File: src/rtl/hmac_session_arbiter_if.sv
// Bundle of requester-side and engine-side signals around the HMAC session arbiter.
// The arbiter uses the slave view; clients and the engine use the master view.
interface hmac_session_arbiter_if #(
   parameter int NUM_REQ   = 4,
   parameter int N         = 256,
   parameter int r         = 16,
   parameter int KEY_WIDTH = 64,
   parameter int IW        = $clog2(NUM_REQ)
);
   logic [NUM_REQ-1:0]           req_valid;
   logic [NUM_REQ*KEY_WIDTH-1:0] req_key;
   logic [NUM_REQ*r-1:0]         req_wdata;
   logic [NUM_REQ-1:0]           req_wvalid;
   logic [NUM_REQ-1:0]           req_wlast;
   logic [NUM_REQ-1:0]           req_grant;
   logic [NUM_REQ-1:0]           req_wready;
   logic [N-1:0]                 digest_out;
   logic                         digest_valid;
   logic [IW-1:0]                digest_owner;
   logic                         eng_rst;
   logic [r-1:0]                 eng_feed_data;
   logic                         eng_data_ready;
   logic                         eng_stop_feed;
   logic [KEY_WIDTH-1:0]         eng_key;
   logic                         eng_busy;
   logic [N-1:0]                 eng_digest;
   logic                         eng_end;

   modport master (
      output req_valid, req_key, req_wdata, req_wvalid, req_wlast,
      output eng_busy, eng_digest, eng_end,
      input  req_grant, req_wready, digest_out, digest_valid, digest_owner,
      input  eng_rst, eng_feed_data, eng_data_ready, eng_stop_feed, eng_key
   );

   modport slave (
      input  req_valid, req_key, req_wdata, req_wvalid, req_wlast,
      input  eng_busy, eng_digest, eng_end,
      output req_grant, req_wready, digest_out, digest_valid, digest_owner,
      output eng_rst, eng_feed_data, eng_data_ready, eng_stop_feed, eng_key
   );
endinterface

File: src/rtl/hmac_session_arbiter.sv
// Round-robin arbiter handing one iterative HMAC engine to NUM_REQ requesters, one whole
// session at a time: key latch, paced word feed, stop_feed, digest capture, engine reset.
module hmac_session_arbiter #(
   parameter int NUM_REQ   = 4,
   parameter int N         = 256,
   parameter int r         = 16,
   parameter int KEY_WIDTH = 64,
   parameter int IW        = $clog2(NUM_REQ)
) (
   input logic                   clk,
   input logic                   rst,
   hmac_session_arbiter_if.slave bus
);

   typedef enum logic [2:0] {
      ST_ARB      = 3'd0,
      ST_LOAD     = 3'd1,
      ST_ISSUE    = 3'd2,
      ST_ACK      = 3'd3,
      ST_DRAIN    = 3'd4,
      ST_STOP     = 3'd5,
      ST_WAIT_END = 3'd6,
      ST_DONE     = 3'd7
   } state_t;

   state_t               state_r;
   logic [NUM_REQ-1:0]   grant_r;
   logic [IW-1:0]        owner_r;
   logic [IW-1:0]        last_owner_r;
   logic [IW-1:0]        digest_owner_r;
   logic [KEY_WIDTH-1:0] key_r;
   logic [r-1:0]         feed_r;
   logic                 last_r;
   logic                 data_ready_r;
   logic                 stop_feed_r;
   logic [N-1:0]         digest_r;
   logic                 digest_valid_r;

   logic                 hit_s;
   logic [IW-1:0]        pick_s;
   logic [IW-1:0]        cand_s;
   logic [r-1:0]         wdata_s [NUM_REQ];
   logic [KEY_WIDTH-1:0] key_s   [NUM_REQ];

   for (genvar gi = 0; gi < NUM_REQ; gi++) begin : g_unpack
      assign wdata_s[gi] = bus.req_wdata[gi*r +: r];
      assign key_s[gi]   = bus.req_key[gi*KEY_WIDTH +: KEY_WIDTH];
   end

   // Round-robin pick: first valid requester after the previous owner, wrapping at NUM_REQ
   always_comb begin
      hit_s  = 1'b0;
      pick_s = {IW{1'b0}};
      cand_s = {IW{1'b0}};
      for (int k = 1; k <= NUM_REQ; k++) begin
         cand_s = IW'((int'(last_owner_r) + k) % NUM_REQ);
         if (!hit_s && bus.req_valid[cand_s]) begin
            hit_s  = 1'b1;
            pick_s = cand_s;
         end else begin
            hit_s  = hit_s;
         end
      end
   end

   // Session sequencer; the hold register only moves in LOAD, so the engine's late sample is safe
   always_ff @(posedge clk) begin
      if (rst) begin
         state_r        <= ST_ARB;
         grant_r        <= {NUM_REQ{1'b0}};
         owner_r        <= {IW{1'b0}};
         last_owner_r   <= IW'(NUM_REQ - 1);
         digest_owner_r <= {IW{1'b0}};
         key_r          <= {KEY_WIDTH{1'b0}};
         feed_r         <= {r{1'b0}};
         last_r         <= 1'b0;
         data_ready_r   <= 1'b0;
         stop_feed_r    <= 1'b0;
         digest_r       <= {N{1'b0}};
         digest_valid_r <= 1'b0;
      end else begin
         case (state_r)
            ST_ARB: begin
               if (hit_s) begin
                  grant_r <= {{(NUM_REQ-1){1'b0}}, 1'b1} << pick_s;
                  owner_r <= pick_s;
                  key_r   <= key_s[pick_s];
                  state_r <= ST_LOAD;
               end else begin
                  state_r <= ST_ARB;
               end
            end
            ST_LOAD: begin
               if (bus.req_wvalid[owner_r]) begin
                  feed_r  <= wdata_s[owner_r];
                  last_r  <= bus.req_wlast[owner_r];
                  state_r <= ST_ISSUE;
               end else begin
                  state_r <= ST_LOAD;
               end
            end
            ST_ISSUE: begin
               if (!bus.eng_busy) begin
                  data_ready_r <= 1'b1;
                  state_r      <= ST_ACK;
               end else begin
                  state_r      <= ST_ISSUE;
               end
            end
            ST_ACK: begin
               data_ready_r <= 1'b0;
               if (bus.eng_busy) begin
                  state_r <= ST_DRAIN;
               end else begin
                  state_r <= ST_ACK;
               end
            end
            ST_DRAIN: begin
               if (!bus.eng_busy && last_r) begin
                  stop_feed_r <= 1'b1;
                  state_r     <= ST_STOP;
               end else if (!bus.eng_busy) begin
                  state_r     <= ST_LOAD;
               end else begin
                  state_r     <= ST_DRAIN;
               end
            end
            ST_STOP: begin
               stop_feed_r <= 1'b0;
               state_r     <= ST_WAIT_END;
            end
            ST_WAIT_END: begin
               if (bus.eng_end) begin
                  digest_r       <= bus.eng_digest;
                  digest_owner_r <= owner_r;
                  digest_valid_r <= 1'b1;
                  state_r        <= ST_DONE;
               end else begin
                  state_r        <= ST_WAIT_END;
               end
            end
            ST_DONE: begin
               digest_valid_r <= 1'b0;
               grant_r        <= {NUM_REQ{1'b0}};
               last_owner_r   <= owner_r;
               state_r        <= ST_ARB;
            end
            default: begin
               state_r <= ST_ARB;
            end
         endcase
      end
   end

   assign bus.req_grant      = grant_r;
   assign bus.req_wready     = (state_r == ST_LOAD) ? grant_r : {NUM_REQ{1'b0}};
   assign bus.digest_out     = digest_r;
   assign bus.digest_valid   = digest_valid_r;
   assign bus.digest_owner   = digest_owner_r;
   assign bus.eng_rst        = rst | (state_r == ST_DONE);
   assign bus.eng_feed_data  = feed_r;
   assign bus.eng_data_ready = data_ready_r;
   assign bus.eng_stop_feed  = stop_feed_r;
   assign bus.eng_key        = key_r;

endmodule

File: src/flat_wrapper.sv
// flat-port wrapper written by rule: the top's interface ports become plain ports
module hmac_session_arbiter_flat 
#(
   parameter int NUM_REQ   = 4,
   parameter int N         = 256,
   parameter int r         = 16,
   parameter int KEY_WIDTH = 64,
   parameter int IW        = $clog2(NUM_REQ)
)
  (clk, rst, bus_req_valid, bus_req_key, bus_req_wdata, bus_req_wvalid, bus_req_wlast, bus_eng_busy, bus_eng_digest, bus_eng_end, bus_req_grant, bus_req_wready, bus_digest_out, bus_digest_valid, bus_digest_owner, bus_eng_rst, bus_eng_feed_data, bus_eng_data_ready, bus_eng_stop_feed, bus_eng_key);
  hmac_session_arbiter_if #(.NUM_REQ(NUM_REQ), .N(N), .r(r), .KEY_WIDTH(KEY_WIDTH), .IW(IW)) bus_i ();
  input logic clk;
  input logic rst;
  input wire logic [$bits(bus_i.req_valid)-1:0] bus_req_valid;
  input wire logic [$bits(bus_i.req_key)-1:0] bus_req_key;
  input wire logic [$bits(bus_i.req_wdata)-1:0] bus_req_wdata;
  input wire logic [$bits(bus_i.req_wvalid)-1:0] bus_req_wvalid;
  input wire logic [$bits(bus_i.req_wlast)-1:0] bus_req_wlast;
  input wire logic [$bits(bus_i.eng_busy)-1:0] bus_eng_busy;
  input wire logic [$bits(bus_i.eng_digest)-1:0] bus_eng_digest;
  input wire logic [$bits(bus_i.eng_end)-1:0] bus_eng_end;
  output wire logic [$bits(bus_i.req_grant)-1:0] bus_req_grant;
  output wire logic [$bits(bus_i.req_wready)-1:0] bus_req_wready;
  output wire logic [$bits(bus_i.digest_out)-1:0] bus_digest_out;
  output wire logic [$bits(bus_i.digest_valid)-1:0] bus_digest_valid;
  output wire logic [$bits(bus_i.digest_owner)-1:0] bus_digest_owner;
  output wire logic [$bits(bus_i.eng_rst)-1:0] bus_eng_rst;
  output wire logic [$bits(bus_i.eng_feed_data)-1:0] bus_eng_feed_data;
  output wire logic [$bits(bus_i.eng_data_ready)-1:0] bus_eng_data_ready;
  output wire logic [$bits(bus_i.eng_stop_feed)-1:0] bus_eng_stop_feed;
  output wire logic [$bits(bus_i.eng_key)-1:0] bus_eng_key;
  assign bus_i.req_valid = bus_req_valid;
  assign bus_i.req_key = bus_req_key;
  assign bus_i.req_wdata = bus_req_wdata;
  assign bus_i.req_wvalid = bus_req_wvalid;
  assign bus_i.req_wlast = bus_req_wlast;
  assign bus_i.eng_busy = bus_eng_busy;
  assign bus_i.eng_digest = bus_eng_digest;
  assign bus_i.eng_end = bus_eng_end;
  assign bus_req_grant = bus_i.req_grant;
  assign bus_req_wready = bus_i.req_wready;
  assign bus_digest_out = bus_i.digest_out;
  assign bus_digest_valid = bus_i.digest_valid;
  assign bus_digest_owner = bus_i.digest_owner;
  assign bus_eng_rst = bus_i.eng_rst;
  assign bus_eng_feed_data = bus_i.eng_feed_data;
  assign bus_eng_data_ready = bus_i.eng_data_ready;
  assign bus_eng_stop_feed = bus_i.eng_stop_feed;
  assign bus_eng_key = bus_i.eng_key;
  hmac_session_arbiter #(.NUM_REQ(NUM_REQ), .N(N), .r(r), .KEY_WIDTH(KEY_WIDTH), .IW(IW)) u_core (.clk(clk), .rst(rst), .bus(bus_i));
endmodule
File: config.mk
export PLATFORM = sky130hd
export DESIGN_NAME = hmac_session_arbiter_flat
export DESIGN_NICKNAME = d
export VERILOG_FILES = /design/src/rtl/hmac_session_arbiter_if.sv /design/src/rtl/hmac_session_arbiter.sv /design/src/flat_wrapper.sv
export SDC_FILE = /design/constraint.sdc
export NUM_CORES = 1
export LEC_CHECK = 0
export BUFFER_PORTS_ARGS = -buffer_cell sky130_fd_sc_hd__buf_2
export CAP_MARGIN = 0
export CORE_AREA = 2 2 366 368
export CTS_BUF_LIST = sky130_fd_sc_hd__clkbuf_8
export DETAILED_ROUTE_END_ITERATION = 8
export DIE_AREA = 0 0 368 370
export PLACE_DENSITY = 0.33
export SETUP_SLACK_MARGIN = 0.4
export SYNTH_ARGS = -nofsm -noshare
export SYNTH_HDL_FRONTEND = slang
export SYNTH_SLANG_ARGS = --single-unit
File: constraint.sdc
create_clock -name clk -period 2 [get_ports clk]
set_input_delay 0.4 -clock clk [delete_from_list [all_inputs] [get_ports clk]]
set_output_delay 0.4 -clock clk [all_outputs]
set_load 0.05 [all_outputs]
==> results.sh <==
export IMPL_antenna_found_initial=20
export IMPL_drive_above_1_share_pct=52.71
export IMPL_finalCritPeriodShare_pct=107.7
export IMPL_wl_per_cell_um=19.42
export IMPL_slew_headroom_pct=59.11
export IMPL_synth_nets=2485
export IMPL_hold_violations=0
export IMPL_finalClockSkew_ns=0.05058
export IMPL_routed_top_layer="met5"
export IMPL_final_cell_mix="nand2_1 (625), buf_2 (603), dlygate4sd3_1 (470)"
export IMPL_ant_nets=0
export IMPL_yosysWarnings=0
export IMPL_swShare_pct=32.32
export IMPL_yosysTopAreaCell="dfxtp_1"
export IMPL_fillers=14240
export IMPL_pwr_share_clk_pct=39.6
export IMPL_drv_slew=0
export IMPL_drt_met1_wl_mm=41.10
export IMPL_synth_flop_cell="dfxtp_1"
export IMPL_final_util_pct=26.88
export IMPL_tritoncts="done"
export IMPL_regArea_um2=7560
export IMPL_coreArea_um2=132500
export IMPL_via_count=20080
export IMPL_fmax_mhz=464.1
export IMPL_grt_first_pass_wirelength_mm=133.1
export IMPL_critPathCapture="bus_req_wready[1]"
export IMPL_seqPwrFrac_pct=34.3
export IMPL_grt_max_degree=71
export IMPL_p_int_mw=15.19
export IMPL_synth_area_um2=14830
export IMPL_grt_remaining_overflow=0
export IMPL_ir_worst_vdd_mv=0.4224
export IMPL_yosysSeqAreaShare_pct=47.64
export IMPL_cp_arrival_ns=1.75
export IMPL_grt_use_total_pct=13.14
export IMPL_h_tree_depth=3
export IMPL_syn_to_final_growth_pct=140.0
export IMPL_cts_buffers=78
export IMPL_rows=134
export IMPL_dieWidth_um=368
export IMPL_place_congestion=0.8962
export IMPL_wl_met3_mm=7.307
export IMPL_synth_cell_types=44
export IMPL_ios=942
export IMPL_ys_ff_latch=353
export IMPL_ff2ff_path_depth=9
export IMPL_setup_ws_ns=-0.1545
export IMPL_place_inst=4551
export IMPL_synth_edff_count=0
export IMPL_combPwrFrac_pct=26.1
export IMPL_p_switching_mw=7.252
export IMPL_routed_wl_met2_mm=50.58
export IMPL_dp_slack_ns=0.02555
export IMPL_clk_pin_slew_worst_paths_ns=0.06
export IMPL_final_common_cell="nand2_1"
export IMPL_io_buffers=941
export IMPL_max_cap_violations=0
export IMPL_clockBufferDepth=3
export IMPL_start_util_pct=11.20
export IMPL_cts_sinks=353
export IMPL_tightest_slew_ns=0.6134
export IMPL_finalNonFillerCells=5284
export IMPL_failed_checks="setup timing"
export IMPL_crit_path_end_kind="primary output"
export IMPL_routed_wl_mm=102.6
export IMPL_first_global_vias=20220
export IMPL_grt_setup_unrepaired="true"
export IMPL_clock_latency_ns=0.75
export IMPL_hp_class="in2reg"
export IMPL_min_delay_start="bus_req_key[63]"
export IMPL_p_leak_nw=14.77
export IMPL_r2r_setup_slack_ns=-0.05
export IMPL_critPathLaunch="u_core.state_r[1]$_SDFF_PP0_"
export IMPL_die_area_um2=136200
export IMPL_post_route_min_period_ns=2.155
export IMPL_avgSynthCellArea_um2=7.836
export IMPL_viasPerCell=3.800
export IMPL_detailed_place_hpwl_mm=71.73
export IMPL_route_detailed_drc=0
export IMPL_finalSetupViolations=13
export IMPL_drtPass1Iterations=6
export IMPL_ys_top_cells_by_area="dfxtp_1 (48%), nand2_1 (17%), a21oi_1 (9.6%), a211oi_1 (3.3%), a311oi_1 (3.3%)"
export IMPL_status="finished, violations left"
export IMPL_r2r_end="u_core.bus.eng_key[55]$_SDFFE_PP0P_"
export IMPL_synth_cells=1893
export IMPL_worstReg2RegStart="u_core.state_r[2]$_SDFF_PP0_"
export IMPL_die_h_um=370
export IMPL_fin_nets=4034
export IMPL_multi_input_area_um2=7984
export IMPL_path_max_fanout=5
export IMPL_synth_top_area_share_pct=47.64
export IMPL_p_per_area_nw_per_um2=630.3
export IMPL_start_kind="flip-flop"
export IMPL_crit_type="reg2out"
export IMPL_cts_root_buf="clkbuf_8"
export IMPL_drt_iter0_drc=765
export IMPL_cp_required_ns=1.60
export IMPL_async_flop_share_pct=0
per-stage QoR:
| step | TNS (ns) | hold WS [ns] | area [µm²] | power [mW] |
|---|---|---|---|---|
| floorplan | 0 | 0.4451 | 14910 | 9.709 |
| global placement | -0.003224 | 0.4399 | 22510 | 11.55 |
| detailed placement | 0 | 0.4432 | 22510 | 11.52 |
| CTS | -1.459 | 0.001630 | 32660 | 22.32 |
| global route | -6.580 | 0.007699 | 35590 | 23.53 |
| finish | -0.7938 | 0.08497 | 35600 | 22.44 |
registers in the layout, summed over array words and instances (netlist names), 2 cells and up:
signal and count:
u_core.bus.digest_owner 2, u_core.state_r 3, u_core.bus.req_grant 4, u_core.bus.digest_out 256, u_core.bus.eng_key 64, u_core.bus.eng_feed_data 16, u_core.owner_r 2, u_core.last_owner_r 2
area by class of cell:
cell class | instances | area share [%]
Timing Repair Buffer | 1640 | 44.60
Multi-Input combinational cell | 1303 | 22.42
Sequential cell | 353 | 21.23
Tap cell | 1768 | 6.213
Clock buffer | 98 | 3.788
Clock inverter | 40 | 0.9348
Inverter | 66 | 0.6958
Antenna cell | 16 | 0.1125
timing repair:
action,in CTS,in global routing
hold buffers,469,1
setup buffers,28,42
pin swaps,97,120
endpoints found under the setup margin,655,693
resized for setup,1210,497
hold endpoints to repair,327,1
gates cloned,1,38
worst min-delay path by stage:
stage                                                    to  cells after the start
global placement    u_core.bus.digest_out[107]$_SDFFE_PP0P_                      2
global route             u_core.bus.eng_key[5]$_SDFFE_PP0P_                      3
detailed placement    u_core.bus.digest_out[0]$_SDFFE_PP0P_                      2
CTS                      u_core.bus.eng_key[7]$_SDFFE_PP0P_                      3
finish                  u_core.bus.eng_key[63]$_SDFFE_PP0P_                      3
floorplan                        u_core.last_r$_SDFFE_PP0P_                      2
critical path: stages, from the launching register on:
cell	delay (ns)
dfxtp_4	0.34
nor3b_2	0.19
buf_6	0.16
and2_4	0.20
buf_12	0.14
layer usage:
metal / up-vias / GRT usage, %
li1: 9583 / -
met1: 9540 / 15.06
met2: 759 / 22.31
met3: 188 / 4.538
met4: 8 / 5.243
met5: - / 0
power by group through the flow:
stage | registers, mW | clock network [mW] | logic [mW]
final | 7.70 | 8.90 | 5.85
after global routing | 7.72 | 9.64 | 6.16
after CTS | 7.67 | 9.33 | 5.32
after detailed placement | 7.68 | 0 | 3.84
after global placement | 7.69 | 0 | 3.86
after floorplan | 8.51 | 0 | 1.19
cells in the mapped netlist (17+ instances only):
library cell / count
a211oi_1: 66
a21oi_1: 285
a311oi_1: 56
a31oi_1: 65
buf_2: 31
buf_4: 17
clkbuf_1: 117
dfxtp_1: 353
inv_1: 66
mux4_2: 18
nand2_1: 682
o21bai_1: 64
cells by family (layout without fill, tap and decap cells):
kind of cell    after synthesis  after routing  share of synthesized area [%]
compound gates              556            556                          23.66
buf+inv                     237           1844                          6.790
flops                       353            353                          47.64
mux                          19             19                          2.800
other cells                   0             16                              0
simple gates                728            728                          19.11
No activity file was read; power rests on OpenSTA's default activity.
